## src/rtl/score_digit_ctrl_pkg.sv

```systemverilog
// Shared types and constants for the score digit controller slice.
package score_pkg;

  typedef enum logic [1:0] {IDLE, CONV, COMMIT} state_t;

  localparam int unsigned DIGITS  = 4;
  localparam logic [3:0]  BLANK   = 4'hF;
  localparam logic [13:0] MAX_VAL = 14'd9999;
  localparam int unsigned ITER    = 14;

  // Double-dabble correction: add 3 to every BCD nibble that is 5 or more.
  function automatic logic [15:0] dabble_adj(input logic [15:0] b);
    logic [15:0] r;
    r = b;
    for (int unsigned i = 0; i < DIGITS; i++) begin
      if (r[4*i +: 4] >= 4'd5) r[4*i +: 4] = r[4*i +: 4] + 4'd3;
    end
    return r;
  endfunction

endpackage

```

## src/rtl/score_digit_ctrl_bin2bcd.sv

```systemverilog
// Sequential double-dabble: one shift per cycle, done pulses in the COMMIT cycle.
module bin2bcd_seq
  import score_pkg::*;
(
  input  logic        clk,
  input  logic        rst,
  input  logic        start,
  input  logic [13:0] bin,
  output logic        done,
  output logic [15:0] bcd
);

  state_t      state;
  logic [13:0] sh;
  logic [3:0]  cnt;

  always_ff @(posedge clk or negedge rst) begin
    if (!rst) begin
      state <= IDLE;
      sh    <= '0;
      bcd   <= '0;
      cnt   <= '0;
      done  <= 1'b0;
    end else begin
      done <= 1'b0;
      case (state)
        IDLE: begin
          if (start) begin
            sh    <= bin;
            bcd   <= '0;
            cnt   <= '0;
            state <= CONV;
          end
        end
        CONV: begin
          {bcd, sh} <= {dabble_adj(bcd), sh} << 1;
          cnt       <= cnt + 4'd1;
          if (cnt == 4'(ITER - 1)) begin
            state <= COMMIT;
            done  <= 1'b1;
          end
        end
        COMMIT:  state <= IDLE;
        default: state <= IDLE;
      endcase
    end
  end

endmodule

```

## src/rtl/score_digit_ctrl.sv

```systemverilog
// Load/busy wrapper around bin2bcd_seq, atomic display register and per-pixel digit select.
module score_digit_ctrl
  import score_pkg::*;
#(
  parameter int unsigned ORG_X    = 100,
  parameter int unsigned ORG_Y    = 50,
  parameter int unsigned PITCH    = 8,
  parameter bit          BLANK_LZ = 1'b1
) (
  input  logic        clk,
  input  logic        rst,
  input  logic        load,
  input  logic [13:0] value,
  output logic        busy,
  output logic        ovf,
  input  logic [10:0] poX,
  input  logic [10:0] poY,
  output logic [3:0]  glyph_num,
  output logic [10:0] glyph_x,
  output logic [10:0] glyph_y
);

  localparam int unsigned SHIFT = $clog2(PITCH);
  localparam logic [11:0] X0    = 12'(ORG_X);
  localparam logic [11:0] SPAN  = 12'(4 * PITCH);

  logic        start, done;
  logic [13:0] bin;
  logic [15:0] bcd, disp;
  logic        poy_unused;

  assign poy_unused = ^poY;
  assign start      = load && !busy;
  assign bin        = (value > MAX_VAL) ? MAX_VAL : value;

  bin2bcd_seq u_conv (
    .clk   (clk),
    .rst   (rst),
    .start (start),
    .bin   (bin),
    .done  (done),
    .bcd   (bcd)
  );

  always_ff @(posedge clk or negedge rst) begin
    if (!rst) begin
      busy <= 1'b0;
      ovf  <= 1'b0;
      disp <= '0;
    end else if (start) begin
      busy <= 1'b1;
      ovf  <= (value > MAX_VAL);
    end else if (done) begin
      busy <= 1'b0;
      disp <= bcd;
    end
  end

  logic [11:0] dx;
  logic        in_field;
  logic [1:0]  slot;
  logic [3:0]  blank;
  logic [3:0]  sel;

  // 12-bit subtract: a poX left of ORG_X fails the >= test instead of wrapping.
  always_comb begin
    dx       = {1'b0, poX} - X0;
    in_field = ({1'b0, poX} >= X0) && (dx < SPAN);
    slot     = 2'(dx >> SHIFT);
    blank    = '0;
    if (BLANK_LZ) begin
      blank[3] = (disp[15:12] == 4'd0);
      blank[2] = blank[3] && (disp[11:8] == 4'd0);
      blank[1] = blank[2] && (disp[7:4] == 4'd0);
    end
    sel = blank[3 - slot] ? BLANK : disp[4*(3 - slot) +: 4];
  end

  always_ff @(posedge clk or negedge rst) begin
    if (!rst) begin
      glyph_num <= BLANK;
      glyph_x   <= '0;
      glyph_y   <= '0;
    end else if (in_field) begin
      glyph_num <= sel;
      glyph_x   <= 11'(ORG_X) + (11'(slot) << SHIFT);
      glyph_y   <= 11'(ORG_Y);
    end else begin
      glyph_num <= BLANK;
      glyph_x   <= '0;
      glyph_y   <= '0;
    end
  end

endmodule

```

## config.mk

```make
export PLATFORM = sky130hd
export DESIGN_NAME = score_digit_ctrl
export DESIGN_NICKNAME = d
export VERILOG_FILES = /design/src/rtl/score_digit_ctrl_pkg.sv /design/src/rtl/score_digit_ctrl_bin2bcd.sv /design/src/rtl/score_digit_ctrl.sv
export SDC_FILE = /design/constraint.sdc
export NUM_CORES = 1
export LEC_CHECK = 0
export BUFFER_PORTS_ARGS = -buffer_cell sky130_fd_sc_hd__buf_2
export CORE_UTILIZATION = 30
export CTS_CLUSTER_SIZE = 40
export DETAILED_ROUTE_END_ITERATION = 12
export GPL_ROUTABILITY_DRIVEN = 0
export PLACE_DENSITY = 0.52
export SLEW_MARGIN = 10
export SYNTH_ARGS = -nofsm -noshare
export SYNTH_HDL_FRONTEND = slang
export SYNTH_SLANG_ARGS = --single-unit
```

## constraint.sdc

```tcl
create_clock -name clk -period 1.8 [get_ports clk]
set_clock_uncertainty 0.05 [all_clocks]
set_input_delay 0.18 -clock clk [delete_from_list [all_inputs] [get_ports clk]]
set_output_delay 0.18 -clock clk [all_outputs]
set_load 0.03 [all_outputs]
```

==> results.md <==
* result of the run: complete, no violations
* count of flip-flops with a built-in enable after synthesis: 0
* fraction of synthesized cell area taken by the top area cell type: 0.4616
* maximum clock path buffer count: 2
* minimum setup slack in the final design: 0.1240 ns
* total number of placement rows: 37
* Inserted Clock Buffers: 9
* number of antenna violations at the first check in global routing: 0
* clock tree from TritonCTS: yes
* Die Area: 10890 µm²
* die span in y: 104.4 µm
* pin count of the biggest net entering global routing: 44
* Hold/Removal Path Class: in2reg
* count of routing violations after the opening detailed-route iteration: 88
* post-synthesis cell count: 310
* final hold vios: 0
* final routed wirelength across all metal layers: 6243 µm
* unique cell type count in the Yosys netlist: 38
* clock input transition at the sequential cells of the worst setup and hold paths: 0.07 ns
* share of synthesized area occupied by flip-flops and latches: 0.4950
* final HPWL from detailed placement: 4469 µm
* total power per unit cell area: 1544 nW/µm²
* Post-CTS Setup Bufs: 0
* MaxCap Viol Count: 0
* insertion delay to the later sink of the worst-skew pair: 0.34 ns
* Placed Cells: 487
* Post-Layout Cell Count: 508
* number of pins with negative max-slew slack in the final report: 0
* leakage power total: 1.838 nW
* signal arrival time at the worst endpoint: 1.91 ns
* Synth Warn #: 0
* core region area: 10230 µm²
* initial cell density of the core: 0.3073
* endpoint required time on the critical path: 2.04 ns
* ratio of final minimum period to clock period: 0.9311
* clock root buffer: sky130_fd_sc_hd__clkbuf_8
* top area cells in the synthesized netlist: sky130_fd_sc_hd__dfrtp_1 46%, sky130_fd_sc_hd__o21ai_0 6.7%, sky130_fd_sc_hd__buf_4 4.5%
* peak supply drop: 0.0008221 V
* fraction of final layout cells with drive strength greater than 1: 0.2634
* via/cell ratio: 4.581
* # DRC: 0
* count of antenna-violating nets left after detailed routing: 0
* count of input and output buffers: 39
* maximum operating frequency: 596.7 MHz
* number of detailed-route iterations in the first pass: 5
* cell taking the most area after synthesis: sky130_fd_sc_hd__dfrtp_1
* Worst Setup Start Kind: primary input
* worst slack at placement: -0.09540 ns
* Post-layout nets: 417
* post-synth design cell area: 3144 µm²
* area growth from synthesis to layout: 21.97%
* syn_area_per_cell: 10.14 µm²
* global-route wire length before repair: 11130 µm
* top-level port count: 67
* share of synthesized registers carrying an async set or reset: 1.000
* Die X: 104.4 µm
* TritonCTS Sinks: 62
* routed length per instance: 12.29 µm
* top flip-flop cell by instance count after synthesis: sky130_fd_sc_hd__dfrtp_1
* unrepaired setup endpoints after global routing: no
* number of levels the H-tree was split into: 3
* total vias in the final route: 2327
* vias in the first global route: 2350
* GRT Residual Overflow: 0
* flip-flop and latch count after synthesis: 62
* Post-Route Hold Slack: 0.07079 ns
* Setup Crit Path Kind: in2reg
* global-route usage over all layers: 0.1296
* antenna diode instance count: 0
* endpoint kind of the worst setup timing path: register
* critical path fanouts, max: 4
* post-layout minimum cycle time: 1.676 ns
* number of endpoints failing setup at the final stage: 0
==> per-stage QoR <==
stage / setup TNS [ns] / power (mW) / cell area (µm²) / util
after global placement: -0.1833 / 4.503 / 3550 / 0.3469
final: 0 / 5.921 / 3835 / 0.3748
after detailed placement: -0.2486 / 4.575 / 3550 / 0.3469
after CTS: 0 / 5.998 / 3825 / 0.3739
after global routing: 0 / 6.437 / 3835 / 0.3748
after floorplan: 0 / 3.848 / 3201 / -
==> cell usage in the layout, fill, tap and decap left out, types with 5 or more instances in the layout <==
cell and count:
sky130_fd_sc_hd__dlygate4sd3_1 5, sky130_fd_sc_hd__nand3_1 7, sky130_fd_sc_hd__o21ai_0 42, sky130_fd_sc_hd__xnor2_1 5, sky130_fd_sc_hd__nor3_1 5, sky130_fd_sc_hd__a21o_1 5, sky130_fd_sc_hd__mux2_2 10, sky130_fd_sc_hd__clkbuf_8 11
sky130_fd_sc_hd__dfrtp_1 58, sky130_fd_sc_hd__buf_2 39, sky130_fd_sc_hd__nand2_1 37, sky130_fd_sc_hd__nor2_1 11, sky130_fd_sc_hd__a21oi_1 15, sky130_fd_sc_hd__or3_1 6, sky130_fd_sc_hd__buf_4 17, sky130_fd_sc_hd__ha_1 11
sky130_fd_sc_hd__inv_1 15, sky130_fd_sc_hd__nand2b_1 7, sky130_fd_sc_hd__a22o_1 6, sky130_fd_sc_hd__conb_1 14
==> layout make-up <==
cell class,instances,area [µm²]
Timing Repair Buffer,63,412.9
Clock buffer,12,155.1
Fill cell,1034,6396
Sequential cell,62,1556
Clock inverter,4,70.07
Tap cell,136,170.2
Multi-Input combinational cell,216,1414
Inverter,15,56.30
==> critical path: stages <==
cell and delay (ns):
sky130_fd_sc_hd__dlygate4sd3_1 0.53, sky130_fd_sc_hd__buf_2 0.14, sky130_fd_sc_hd__nor4_2 0.32, sky130_fd_sc_hd__o21ai_0 0.22
sky130_fd_sc_hd__a21oi_1 0.35, sky130_fd_sc_hd__a21o_1 0.17
==> routing by layer <==
layer | up-vias | global-route usage | share of wire
met2 | 57 | 0.2039 | 0.46
met3 | 6 | 0.04449 | 0.049
met5 | - | 0 | 0
met1 | 1105 | 0.1663 | 0.48
met4 | 0 | 0.04184 | 0.012
li1 | 1159 | - | -
==> state kept, by name, indices dropped and copies added, names as in the netlist <==
name / flops
u_conv.done: 1
busy: 1
disp: 16
ovf: 1
glyph_y: 1
glyph_x: 2
glyph_num: 4
u_conv.cnt: 4
u_conv.bcd: 16
u_conv.state: 2
u_conv.sh: 14
==> synthesized netlist by cell type, drive strengths merged, types with 5 or more instances <==
cell / n
o21ai: 42
a21o: 5
mux2: 10
inv: 15
nor2: 11
a21oi: 17
nand3: 7
buf: 19
a22o: 6
or3: 6
ha: 11
clkbuf: 11
nor3: 5
nand2b: 7
xor2: 5
nand2: 37
dfrtp: 58
xnor2: 5
==> power breakdown <==
part,internal (mW),switching (mW),leakage (nW)
Combinational,1.02,1.20,0.921
Sequential,1.92,0.413,0.801
Clock,0.851,0.523,0.116
Total,3.79,2.13,1.84
==> path summary, 6_finish.rpt <==
path	start	endpoint	slack, ns	cells after the start
max in group asynchronous	rst	u_conv.cnt[3]	0.82	3
worst max register to register	u_conv.bcd[4]	u_conv.bcd[6]	0.16	6
worst max-delay path	value[4]	u_conv.sh[4]	0.12	6
worst min register to register	u_conv.sh[11]	u_conv.sh[11]	0.43	2
worst min-delay path	value[0]	u_conv.sh[0]	0.07	3
min in group asynchronous	rst	disp[2]	0.29	2
==> what timing repair did <==
action	in CTS	in global routing
hold buffers	5	0
endpoints found under the setup margin	0	12
resized for setup	0	2
endpoints found under the hold margin	19	0
==> logic make-up (layout without fill, tap and decap cells) <==
| kind of cell | count (synthesis) | after routing | synth area share |
|---|---|---|---|
| AND/OR/NAND/NOR | 89 | 89 | 0.1409 |
| other | 1 | 14 | 0.001193 |
| buffers and inverters | 45 | 94 | 0.07640 |
| flip-flops | 62 | 62 | 0.4950 |
| XOR/XNOR | 10 | 10 | 0.02785 |
| multiplexers | 16 | 16 | 0.07083 |
| AO/OA/AOI/OAI | 76 | 76 | 0.1441 |
| adder cells (fa/ha/maj) | 11 | 11 | 0.04377 |
(Power assumes the default switching activity.)
